**config.mk**
```make
export PLATFORM = sky130hd
export DESIGN_NAME = full_xor_n8
export DESIGN_NICKNAME = d
export VERILOG_FILES = /design/src/rtl/full_xor_n8.sv
export SDC_FILE = /design/constraint.sdc
export NUM_CORES = 1
export LEC_CHECK = 0
export CELL_PAD_IN_SITES_DETAIL_PLACEMENT = 1
export CELL_PAD_IN_SITES_GLOBAL_PLACEMENT = 2
export CORE_AREA = 2 2 263 265
export CTS_CLUSTER_DIAMETER = 150
export CTS_CLUSTER_SIZE = 16
export DETAILED_ROUTE_END_ITERATION = 8
export DIE_AREA = 0 0 265 267
export PLACE_DENSITY = 0.67
export SLEW_MARGIN = 0
export SYNTH_ARGS = -nofsm -noshare
export SYNTH_HDL_FRONTEND = slang
export SYNTH_SLANG_ARGS = --single-unit
```
**constraint.sdc**
```tcl
create_clock -name clk -period 1.1 [get_ports clk]
set_clock_uncertainty 0.1 [all_clocks]
set_input_delay 0.165 -clock clk [delete_from_list [all_inputs] [get_ports clk]]
set_output_delay 0.165 -clock clk [all_outputs]
set_load 0.05 [all_outputs]
```
**src/rtl/full_xor_n8.sv**
```systemverilog
// Full-XOR unmasking of 8 Boolean shares through a 3-layer refreshed tree.
// Latency 1 cycle, full throughput, no backpressure; ena=0 freezes the output register.
module full_xor_n8 #(
  parameter int K_WIDTH  = 32,
  parameter int N_SHARES = 8,
  localparam int LOG_K   = $clog2(N_SHARES + 1) - 1,
  localparam int RANDNUM = LOG_K * (2 ** (LOG_K - 1)) + N_SHARES - (2 ** LOG_K)
) (
  input  logic                          clk,
  input  logic                          rst_n,
  input  logic                          ena,
  input  logic                          dvld,
  input  logic [RANDNUM*K_WIDTH-1:0]    rnd,
  input  logic [N_SHARES*K_WIDTH-1:0]   i_x,
  output logic [K_WIDTH-1:0]            o_z,
  output logic                          ovld
);

  logic [K_WIDTH-1:0] r    [RANDNUM];
  logic [K_WIDTH-1:0] v0   [8];
  logic [K_WIDTH-1:0] v1   [4];
  logic [K_WIDTH-1:0] v2   [2];
  logic [K_WIDTH-1:0] rsv;
  logic [K_WIDTH-1:0] tree_res;

  logic [K_WIDTH-1:0] o_z_d, o_z_q;
  logic               ovld_d, ovld_q;

  always_comb begin
    for (int m = 0; m < RANDNUM; m++) r[m] = rnd[m*K_WIDTH +: K_WIDTH];
    for (int i = 0; i < 8; i++) v0[i] = i_x[i*K_WIDTH +: K_WIDTH];
  end

  // Each layer folds share i with share i+h and adds a ring of fresh words,
  // so every word appears twice per layer and the layer XOR is preserved.
  always_comb begin
    for (int i = 0; i < 4; i++)
      v1[i] = v0[i] ^ v0[i+4] ^ r[i] ^ r[(i+1) % 4];
    for (int i = 0; i < 2; i++)
      v2[i] = v1[i] ^ v1[i+2] ^ r[4+i] ^ r[4+((i+1) % 2)];
  end

  // Reserved words enter as cancelling pairs until a refresh variant claims them.
  assign rsv      = r[6] ^ r[7] ^ r[9] ^ r[10] ^ r[11];
  assign tree_res = v2[0] ^ v2[1] ^ r[8] ^ r[8] ^ rsv ^ rsv;

  always_comb begin
    o_z_d  = o_z_q;
    ovld_d = ovld_q;
    if (ena) begin
      ovld_d = dvld;
      if (dvld) o_z_d = tree_res;
    end
  end

  always_ff @(posedge clk or negedge rst_n) begin
    if (!rst_n) begin
      o_z_q  <= '0;
      ovld_q <= 1'b0;
    end else begin
      o_z_q  <= o_z_d;
      ovld_q <= ovld_d;
    end
  end

  assign o_z  = o_z_q;
  assign ovld = ovld_q;

endmodule

```
==> key figures, run 1 <==
Outcome
  – Run status: complete, but fails checks
  – Failing checks: negative setup slack

Critical path
  – Worst Setup EP: o_z[10]
  – Req. time, crit path: 830 ps
  – Worst Path Buf+Inv: 1
  – Largest driver fanout on the critical path: 2
  – R2r endpoint: o_z[10]$_DFFE_PN0P_
  – Slowest CP cell: dfrtp_1
  – Setup crit start: o_z[10]$_DFFE_PN0P_
  – Worst path max stage delay: 430 ps
  – Startpoint Class: flop
  – R2R Setup Slk: between 150 and 200 ps
  – Endpoint type of the worst setup path: output port
  – Delay-heaviest family, CP: flip-flops
  – Worst-path cell chain: buf_12
  – R2R depth: 3
  – Kind of critical path: reg -> out
  – Worst Path Arrival: 930 ps
  – Crit path depth: 1
  – Reg2reg start: o_z[10]$_DFFE_PN0P_

Yosys
  – Net count after synthesis: 974
  – Distinct cells, synth: 8
  – Yosys reg bits: 33
  – Syn Std Cell Area: 3120 um^2
  – Register area share after synthesis: 26.4%
  – Syn avg cell area: 9.46 um^2
  – Warnings from Yosys: 0
  – Post-Synthesis Cells: 330

Die
  – Num ports: between 600 and 700
  – Chip width: 265 um
  – Core Rows: 96
  – Core Region: 68,000 um^2
  – Die H: 267 um
  – Initial Util: 4.59%
  – Die footprint: 70,800 um^2

GRT
  – Grt ovf: 0
  – First-pass GRT wire length: 22.6 mm
  – Met1 GRT Util: 4.67%
  – Largest net degree at the start of global routing: 34
  – All-Layer GR Usage: 4.46%
  – GR peak layer: met2
  – M3 GR Usage: roughly 2.4%
  – Vias in the first global route: 3,803
  – Met2 global-route usage: 7.60%
  – Initial antenna violation count: 4

Detailed routing
  – Vias: approximately 3,500
  – DRC Markers: 0
  – WL final: 17.0 mm
  – TritonRoute pass-1 iters: 2
  – 1st-iter DRT viols: 25
  – ANT nets after route: 0
  – Wirelength per Cell: 11.1 um
  – DR vias/cell: around 2.3

Worst hold path
  – Tightest Hold Check Type: in -> reg

CTS
  – Root buffer cell: clkbuf_16
  – CTS Buffer Depth: 2
  – Clock insertion delay at the later pin of the skew report: 310 ps
  – CTS Buf Count: 5
  – Reg clk slew, reported paths: 80 ps
  – H-tree Lvls: 2
  – TritonCTS Sinks: 33
  – CTS tree: yes

Timing
  – Slack of the critical path: -90.5 ps
  – Min Clock Period, post-route: 1190 ps
  – Hold Vio Cnt, Final: 0
  – Fmax: about 840 MHz
  – Slew @ Worst Pin: 284 ps
  – Fin crit share: 108%
  – Number of setup violations in the final report: 38
  – Max-slew violations: 0
  – WHS: 150 ps
  – Relative slew slack: 81.0%
  – Setup tns final: -1900 ps
  – RSZ-0062 raised after global routing: yes

Layout
  – Fin nets: between 1,000 and 1,500
  – FILL cells: 7,899
  – Most frequent cells in the layout: clkdlybuf4s50_1, xnor2_1, dlymetal6s2s_1, xnor2_2, buf_12
  – Layout area overhead: 185%
  – Commonest non-fill, non-tap cell in the layout: clkdlybuf4s50_1
  – Layout cell share with drive strength beyond 1: 26.0%

Placement
  – # port buffers: 292
  – Post-DP HPWL: ~13 mm
  – Global placement routability congestion: 0.698

Power
  – Power Density: 1140 nW/um^2
  – Leakage dissipation: 0.00411 uW
  – Worst vdd ir: 0.000562 V
  – Pwr Total: 10,100 uW

Flow run
  – Max Cap Viol: 0
## stage by stage
stage | instance area (um^2) | setup WS [ps] | std cells | utilization, %
after floorplan | 3120 | 11.8 | 330 | -
after global placement | 7540 | -778 | 1507 | 11.1
after detailed placement | 7540 | -741 | 1507 | 11.1
after CTS | 7970 | -156 | 1524 | 11.7
after global routing | 8920 | -154 | 1531 | 13.1
final | 8920 | -90.5 | 1531 | 13.1
## cells by family after synthesis
group	synth area share [%]
multiplexers	0.361
AND/OR/NAND/NOR	4.05
XOR/XNOR	62.8
buffers and inverters	1.20
AO/OA/AOI/OAI	5.13
flip-flops	26.4
## power by group
part	switching (uW)	internal [uW]	total, uW
clock network	736	838	1570
logic	2890	3650	6530
registers	426	1590	2010
## how the worst min path moves through the flow
stage / end / slack (ps) / cells past startpoint / start
after detailed placement: o_z[30]$_DFFE_PN0P_ / 80 / 2 / rst_n
after global routing: ovld$_DFFE_PN0P_ / 140 / 2 / dvld
final: ovld$_DFFE_PN0P_ / 150 / 2 / dvld
after global placement: o_z[27]$_DFFE_PN0P_ / 80 / 2 / rst_n
after floorplan: o_z[0]$_DFFE_PN0P_ / -230 / 0 / rst_n
after CTS: ovld$_DFFE_PN0P_ / 110 / 2 / dvld
## per-layer routing
metal | routed length (um) | up-vias
li1 | - | 1657
met1 | 6460 | 1579
met5 | 0 | -
met2 | 8360 | 226
met4 | 246 | 0
met3 | 1960 | 10
## timing repair
item,4_1_cts,5_1_grt
hold buffers,1,0
endpoints found under the hold margin,33,0
setup endpoints to repair,52,65
cloned,4,0
setup buffers,5,5
gates resized for setup,41,198
pin swaps,21,143
## worst register-to-register path: cells and delay by family (launching register included)
kind / cells / cell delay, ps
buffers and inverters: 1 / 150
AOI/OAI and AO/OA: 1 / 50
DFF: 1 / 430
and+or+nand+nor: 1 / 90
## sequential cells by signal (all words and copies together) (netlist names)
signal and flops:
o_z 32, ovld 1
## synthesized netlist by cell type
cell type  number  area (um^2)
and2_1          1         6.26
a21oi_1        32          160
buf_2           6         30.0
nor2_1         32          120
buf_4           1         7.51
xnor2_1       224         1960
dfrtp_1        33          826
mux2_2          1         11.3
## layout make-up
type / count / area [um^2] / area share (%)
tap: 882 / 1100 / 12.4
sequential: 33 / 828 / 9.29
clock inverter: 2 / 10.0 / 0.112
antenna: 3 / 7.51 / 0.0842
timing repair buffer: 315 / 3810 / 42.8
multi-input combinational: 290 / 3020 / 33.9
clock buffer: 6 / 129 / 1.45
(Power assumes the default switching activity.)
==> inputs of run 2 (changes only) <==
HOLD_SLACK_MARGIN = 0.05   (was default)
==> results of run 2 <==
No change in the layout: final DEF, timing and power equal those of run 1.
